**src/rtl/pzc_div_scheduler.sv**
```systemverilog
// Round-robin scheduler feeding N_CH signed PZC samples through one shared
// restoring divider; each result is sample/PZC_M_FACTOR >>> OUT_SHIFT.
module pzc_div_scheduler #(
  parameter int N_CH         = 4,
  parameter int DIN_W        = 46,
  parameter int PZC_M_FACTOR = 454,
  parameter int OUT_SHIFT    = 10
) (
  input  logic                  clk,
  input  logic                  rst,
  input  logic [N_CH-1:0]       ch_valid,
  input  logic [N_CH*DIN_W-1:0] ch_data,
  output logic [N_CH-1:0]       ch_ready,
  output logic                  out_valid,
  input  logic                  out_ready,
  output logic [DIN_W-1:0]      out_data,
  output logic [2:0]            out_ch,
  output logic                  busy
);

  localparam int PTR_W = (N_CH > 2) ? $clog2(N_CH) : 1;
  localparam int CNT_W = $clog2(DIN_W + 1);
  localparam int REM_W = 16;

  typedef enum logic [1:0] {IDLE, DIV, FIX, OUT} state_t;

  state_t                   state, state_nx;
  logic [PTR_W-1:0]         rr_ptr;
  logic [CNT_W-1:0]         cnt;
  logic [DIN_W-1:0]         quo;
  logic [REM_W-1:0]         rem;
  logic                     neg;
  logic [2:0]               cur_ch;

  logic                     gnt_any;
  logic [2:0]               gnt_idx;
  logic [PTR_W:0]           rr_sum;
  logic                     accept;
  logic signed [DIN_W-1:0]  sel_data;
  logic [REM_W:0]           rem_sh;
  logic [REM_W-1:0]         rem_sub;
  logic                     take;
  logic signed [DIN_W-1:0]  sq;

  // First asserted request at or after rr_ptr, wrapping at N_CH.
  always_comb begin
    gnt_any = 1'b0;
    gnt_idx = '0;
    rr_sum  = '0;
    for (int off = 0; off < N_CH; off++) begin
      rr_sum = {1'b0, rr_ptr} + (PTR_W+1)'(off);
      if (rr_sum >= (PTR_W+1)'(N_CH))
        rr_sum = rr_sum - (PTR_W+1)'(N_CH);
      if (!gnt_any && ch_valid[rr_sum[PTR_W-1:0]]) begin
        gnt_any = 1'b1;
        gnt_idx = 3'(rr_sum[PTR_W-1:0]);
      end
    end
  end

  assign accept   = (state == IDLE) && gnt_any;
  assign sel_data = ch_data[int'(gnt_idx)*DIN_W +: DIN_W];

  // One restoring step per cycle; remainder always stays below the divisor.
  assign rem_sh  = {rem, quo[DIN_W-1]};
  assign take    = rem_sh >= (REM_W+1)'(PZC_M_FACTOR);
  assign rem_sub = rem_sh[REM_W-1:0] - REM_W'(PZC_M_FACTOR);
  assign sq      = neg ? -$signed(quo) : $signed(quo);

  always_ff @(posedge clk) begin
    if (rst) state <= IDLE;
    else     state <= state_nx;
  end

  always_comb begin
    state_nx = state;
    case (state)
      IDLE: if (accept) state_nx = DIV;
      DIV:  if (cnt == CNT_W'(DIN_W-1)) state_nx = FIX;
      FIX:  state_nx = OUT;
      OUT:  if (out_ready) state_nx = IDLE;
      default: state_nx = IDLE;
    endcase
  end

  always_comb begin
    ch_ready  = '0;
    if (state == IDLE && gnt_any)
      ch_ready = N_CH'(1) << gnt_idx;
    out_valid = (state == OUT);
    busy      = (state != IDLE);
  end

  always_ff @(posedge clk) begin
    if (rst) begin
      rr_ptr   <= '0;
      cnt      <= '0;
      quo      <= '0;
      rem      <= '0;
      neg      <= 1'b0;
      cur_ch   <= '0;
      out_data <= '0;
      out_ch   <= '0;
    end else begin
      case (state)
        IDLE: if (accept) begin
          // Magnitude in DIN_W unsigned bits, so the most negative sample is exact.
          neg    <= sel_data[DIN_W-1];
          quo    <= sel_data[DIN_W-1] ? DIN_W'(-sel_data) : DIN_W'(sel_data);
          rem    <= '0;
          cnt    <= '0;
          cur_ch <= gnt_idx;
          rr_ptr <= (gnt_idx == 3'(N_CH-1)) ? '0 : PTR_W'(gnt_idx + 3'd1);
        end
        DIV: begin
          rem <= take ? rem_sub : rem_sh[REM_W-1:0];
          quo <= {quo[DIN_W-2:0], take};
          cnt <= cnt + 1'b1;
        end
        FIX: begin
          out_data <= sq >>> OUT_SHIFT;
          out_ch   <= cur_ch;
        end
        default: ;
      endcase
    end
  end

endmodule

```
**config.mk**
```make
export PLATFORM = sky130hd
export DESIGN_NAME = pzc_div_scheduler
export DESIGN_NICKNAME = d
export VERILOG_FILES = /design/src/rtl/pzc_div_scheduler.sv
export SDC_FILE = /design/constraint.sdc
export NUM_CORES = 1
export LEC_CHECK = 0
export CAP_MARGIN = 20
export CORE_UTILIZATION = 40
export DETAILED_ROUTE_END_ITERATION = 10
export PLACE_DENSITY = 0.72
export SYNTH_ARGS = -nofsm -noshare
export SYNTH_HDL_FRONTEND = slang
export SYNTH_SLANG_ARGS = --single-unit
```
**constraint.sdc**
```tcl
create_clock -name clk -period 10.98 [get_ports clk]
set_clock_uncertainty 0.05 [all_clocks]
set_input_delay 2.196 -clock clk [delete_from_list [all_inputs] [get_ports clk]]
set_output_delay 2.196 -clock clk [all_outputs]
set_load 0.02 [all_outputs]
```
Word level (Yosys, flattened, before mapping)
Index checks and enable logic that the tools add are counted.
{ "totals": {"register_bits": 115, "input_bits": 191, "out_inout_bits": 55, "word_cells": 89} }
{ "classes": {"addsub": 12, "mul": 1, "order_cmp": 9, "eq_ne": 8, "shift": 2, "mux": 35, "n_reduce_logical": 13} }
{ "op_table": {"columns": ["operator", "n"], "rows": [
  ["$shiftx 184x10->46", 1],
  ["$mux 46", 3],
  ["$neg 46->46", 2],
  ["$pmux 46 s2", 1],
  ["$mux 16", 2],
  ["$pmux 16 s2", 1],
  ["$mux 2", 9],
  ["$ge 17x9->1 const B", 1],
  ["$sub 16x9->16 const B", 1],
  ["$lt 2x3->1 const B", 4],
  ["$pmux 6 s2", 1],
  ["$ge 3x3->1 const B", 3],
  ["$mux 3", 3],
  ["$bmux 1 s2", 4],
  ["$mul 3x5->8 const B", 1],
  ["$mux 1", 8],
  ["$pmux 2 s4", 1],
  ["$sub 2x1->2 const B", 4],
  ["$add 2x2->3 const B", 2],
  ["$add 6x1->6 const B", 1],
  ["$eq 6x6->1 const B", 1],
  ["$mux 6", 1],
  ["$eq 2x2->1 const B", 2],
  ["$logic_and 1x1->1", 4],
  ["other kinds (14)", 19]
]} }

Longest topological paths before layout
{ "depth": {"ltp_word": 20, "ltp_mapped": 17, "depth_no_buf": 14} }

Least setup slack after synthesis
Ideal clock, no wire load.
{ "synth_path": {"path_kind": "input port to output port", "start": "input ch_valid[2]", "end": "output ch_ready[3]", "t_arrival_ns": 4.420, "required_ns": 8.734, "path_slack_ns": 4.314, "cell_stages": 10, "n_path_buf": 3, "cell_sequence": "nor2b_1 -> nand4b_1 -> and2_1 -> inv_2 -> clkbuf_1 -> clkbuf_1 -> buf_1 -> ha_1 -> inv_1 -> nor2_1"} }
{ "synth_between": {"elab_chain_len": 14, "word_cells_on_any_way": 25, "classes_between": "1 x shift; 17 x mux; 7 x reduce/logical"} }
{ "synth_lines": {"columns": ["item", "line", "rtl"], "rows": [
  ["start, declared", "11", "input logic [N_CH-1:0] ch_valid,"],
  ["$bmux 1 s2", "54", "if (!gnt_any && ch_valid[rr_sum[PTR_W-1:0]]) begin"],
  ["$mux 1 (implied by the code)", "54", null],
  ["$mux 1", "54", null],
  ["$logic_not 1->1", "54", null],
  ["$logic_and 1x1->1", "54", null],
  ["$mux 1", "54", null],
  ["$logic_not 1->1", "54", null],
  ["$logic_and 1x1->1", "54", null],
  ["$mux 1", "54", null],
  ["$logic_not 1->1", "54", null],
  ["$logic_and 1x1->1", "54", null],
  ["$mux 3 (*)", "54", null],
  ["net gnt_idx[0]", "36", "logic [2:0] gnt_idx;"],
  ["$shl 1x3->4 (*)", "89", "ch_ready = N_CH'(1) << gnt_idx;"],
  ["$mux 4 (*)", "88", "if (state == IDLE && gnt_any)"],
  ["end, declared", "13", "output logic [N_CH-1:0] ch_ready,"]
]} }
The timed path passes the listed nets; every way through them passes the cells marked *. The select of a mux whose other input is x is not followed.

Worst setup path in the final report
{ "layout_path": {"start": "input ch_valid[3]", "end": "output ch_ready[3]"} }
{ "layout_between": {"elab_chain_len": 14, "word_cells_on_any_way": 25, "classes_between": "1 x shift; 17 x mux; 7 x reduce/logical"} }
{ "layout_lines": {"columns": ["item", "line"], "rows": [
  ["$bmux 1 s2", "54"],
  ["$mux 1 (implied by the code)", "54"],
  ["$mux 1", "54"],
  ["$logic_not 1->1", "54"],
  ["$logic_and 1x1->1", "54"],
  ["$mux 1", "54"],
  ["$logic_not 1->1", "54"],
  ["$logic_and 1x1->1", "54"],
  ["$mux 1", "54"],
  ["$logic_not 1->1", "54"],
  ["$logic_and 1x1->1", "54"],
  ["$mux 3 / $mux 1 (equally long branches)", "54"],
  ["$shl 1x3->4 / $logic_and 1x1->1 (equally long branches)", "89, 88"],
  ["$mux 4 (*)", "88"]
]} }
Every way passes the cells marked *; elsewhere a longest branch is shown, timed or not. The select of a mux whose other input is x is not followed.

==> results.md <==
- The flow ran to the end, and the final reports show no timing, DRC or antenna violations.
- The area growth from synthesis to layout is 37.72%.
- The areal power density over the cells is 263.0 nW/µm².
- The multiplexer share of the synthesized area is between 3 and 4%.
- The number of H-tree levels is 4.
- Setup total negative slack on the finished layout was measured at 0 ps.
- From bottom edge to top edge, the die measures 146.9 µm.
- Counting the buffers created by CTS gives 17.
- The tree is rooted in a clkbuf_16.
- The net count of the finished layout is 1501.
- The xor-xnor portion of the synthesized cell area is 8.755%.
- The number of cells on the worst reg-to-reg path is 14.
- The number of placed instances, taps included, is 1546.
- The clock sink total is roughly 110.
- Of the total synthesized cell area, the portion taken by AND, OR, NAND and NOR gates is 25.40%.
- The sequential fraction of the synthesis area is 26.92%.
- The number of resized instances in the post-cts repair step is 0.
- The top fanout value on the critical path is 85.
- Counting I/O delays and the setup requirement, the final critical path takes approximately 7600 ps.
- The DRC violation count after routing is 0.
- Across the run, the number of max-cap violations was 0.
- At the pin with the least slew margin, the transition time is a little under 1000 ps.
- The final design area excluding fillers is 11570 µm².
- The share of layout cells above drive strength 1 is approximately 6.6%.
- From left edge to right edge, the die measures 146.9 µm.
- The total nets after synthesis is 1321.
- The core footprint is 20430 µm².
- Synthesis produced 1118 cells.
- The clock latency of the later-clocked register in the worst-skew pair is 420 ps.
- Excluding fillers, the count of instances in the completed layout stands at between 1500 and 2000.
- By area, the combinational part of the netlist is dominated by compound AO/OA/AOI/OAI gates.
- The total number of placement rows is 52.
- The final max-slew violation count came to 0.
- STA puts the critical path data required time at 8730 ps.
- The buffer levels on the longest clock path is 2.
- Counting flops with an async set or reset pin after synthesis yields a share of 0%.
- The worst-case IR drop observed on VDD is 171.0 µV.
- The synthesized netlist devotes roughly 1.8% of its cell area to adder and majority cells.
- The violation count after the first detailed-route iteration is 775.
- The upper clock frequency limit is about 130 MHz.
- Across all hold checks on the routed design, the worst slack comes to 417.0 ps.
- The dominant synthesized flop cell is dfxtp_1.
- The element type at the critical path end is an output port.
- The flop and latch count out of synthesis is ~110.
- The routed design has about 28000 µm of wire.
- The number of library cell types mapped by synthesis is 72.
- The sum of net half-perimeters after detailed placement is 21060 µm.
- TritonCTS built the clock tree.
- The worst setup slack after layout is between 3000 and 4000 ps.
- Entering global routing, the biggest net connects 107 pins.
- The post-detailed-route via-to-cell ratio is 5.808.
- The repair_antennas step left the layout with diodes totalling 0.
- Clock-pin slew was measured on the worst setup and hold paths at roughly 50 ps.
- The tightest min-delay check is of the reg -> reg type.
- The library cells used most frequently in the layout, excluding fill and tap cells, are clkdlybuf4s50_1 (243), nand2_1 (119), dfxtp_1 (113), nor2_1 (108), a21oi_1 (79).
- The standby leakage power is 4.534 nW.
- Global routing consumed, over all layers together, a little over a quarter of the routing resources.
- The mean post-synth cell area is around 7.5 µm².
- The length of the first detailed-routing pass in iterations is 6.
- In this run the cell area of the synthesized design comes to 8403 µm².
- Pin placement for this block handled 246 I/O pins.
- The number of global-route vias before repair is 8564.
- The number of enable-type register cells in the synthesized netlist is 0.
- During placement, the flow inserted port buffers numbering 244.
- The ratio of final minimum period to clock period is between 60% and 70%.
- The critical path is of the in -> out type.
- The total count of hold-check failures in the final report was 0.
- The instance area after placement is 10880 µm².
- The total overflow left after global routing is 0.
- The average wire per cell in the routed design is 18.02 µm.
- The congestion estimate from routability-driven global placement came to 0.9289.
- The number of cells on the worst hold path is 2.
- The number of antenna violations at the first check in global routing was 0.
- The global-route wire length before repair is ~45000 µm.
- Leaving out fill and tap cells, the most frequent cell in the layout is clkdlybuf4s50_1.
- The floorplan die area is between 20000 and 25000 µm².
- The worst-case headroom to the max-slew limit is 35.90%.
- Setup violations remaining at the end of the flow were counted as 0.
- Summing the areas of all compound-gate instances in the mapped netlist gives between 20% and 30% of the synthesized area.
- The worst setup timing slack at the placement stage is 3436 ps.
- The number of vias after detailed routing is 9183.
- The effective utilization at floorplan is 41.13%.
- The post-cts hold buffer count is 0.
- Post-CTS timing repair inserted 0 buffers for setup.
- The post-route antenna net violation count is 0.
- The Yosys step of the flow raised 0 warnings.
- For the worst setup path, the data arrival time is between 5000 and 6000 ps.
- The critical path startpoint category is an input port.
- Setup repair after global routing left no endpoint under its margin.
-- layer usage --
layer	track usage [%]	wire length, µm
met1	33.88	12550
met2	42.39	13150
met3	5.714	2041
met4	10.05	746
met5	0	0
-- through the flow --
stage	total power, mW	util, %
6_report	3.044	56.65
5_1_grt	3.249	56.65
4_1_cts	3.016	56.34
3_5_place_dp	2.431	53.27
3_3_place_gp	2.409	53.27
2_1_floorplan	1.880	-
-- report_power, final --
group	total (mW)	leakage, nW	internal [mW]	switching [mW]
logic	1.79	3.30	0.719	1.07
clock network	0.580	0.306	0.386	0.194
registers	0.670	0.925	0.536	0.134
-- worst max-delay path: stages --
cell	delay (ps)
clkdlybuf4s50_1	560
or2_2	170
nand4b_1	90
buf_4	270
and2_1	240
inv_2	70
buf_4	630
ha_1	310
inv_1	50
nor2_1	100
clkdlybuf4s50_1	640
-- cell usage after synthesis (11+ instances only) --
master / number / area (µm²)
nand2_1: 119 / 446.7
dfxtp_1: 113 / 2262
nor2_1: 109 / 409.1
a21oi_1: 79 / 395.4
and3_1: 71 / 444.2
clkbuf_1: 68 / 255.2
a211oi_1: 66 / 495.5
xor2_1: 65 / 569.3
o21ai_0: 31 / 155.2
a211o_1: 28 / 245.2
mux2i_1: 25 / 250.2
nand3_1: 25 / 125.1
a22oi_1: 24 / 180.2
a31oi_1: 19 / 118.9
nor3_1: 19 / 95.09
xnor2_1: 19 / 166.4
inv_1: 18 / 67.56
or2_2: 16 / 100.1
ha_1: 12 / 150.1
o211ai_1: 12 / 90.09
a22o_1: 11 / 96.34
buf_4: 11 / 82.58
o31ai_1: 11 / 82.58
-- path summary, 6_finish.rpt --
check	from	to	slack, ps
hold reg to reg	quo[7]	quo[7]	420
setup reg to reg	rr_ptr[1]	quo[32]	6390
setup / recovery	ch_valid[3]	ch_ready[3]	3390
hold / removal	quo[7]	quo[7]	420
-- state kept, by name, indices dropped and copies added, names as in the netlist --
signal and flops:
out_ch 2, cur_ch 2, rr_ptr 2, state 2
neg 1, rem 16, out_data 36, cnt 6
quo 46
-- logic make-up (layout without fill, tap and decap cells) --
group / after synthesis / in the layout
AND/OR/NAND/NOR: 426 / 426
AO/OA/AOI/OAI: 337 / 337
buffers and inverters: 117 / 310
flip-flops: 113 / 113
XOR/XNOR: 84 / 84
multiplexers: 28 / 28
adder cells (fa/ha/maj): 12 / 12
other: 1 / 1
-- cell type report --
class | instances | area, µm²
Sequential cell | 113 | 2262
Clock inverter | 8 | 125.1
Clock buffer | 24 | 501.7
Tap cell | 270 | 337.8
Timing Repair Buffer | 258 | 2585
Fill cell | 1961 | 8857
Multi-Input combinational cell | 888 | 5685
Inverter | 20 | 75.07
Power figures use the tool's default switching activity.
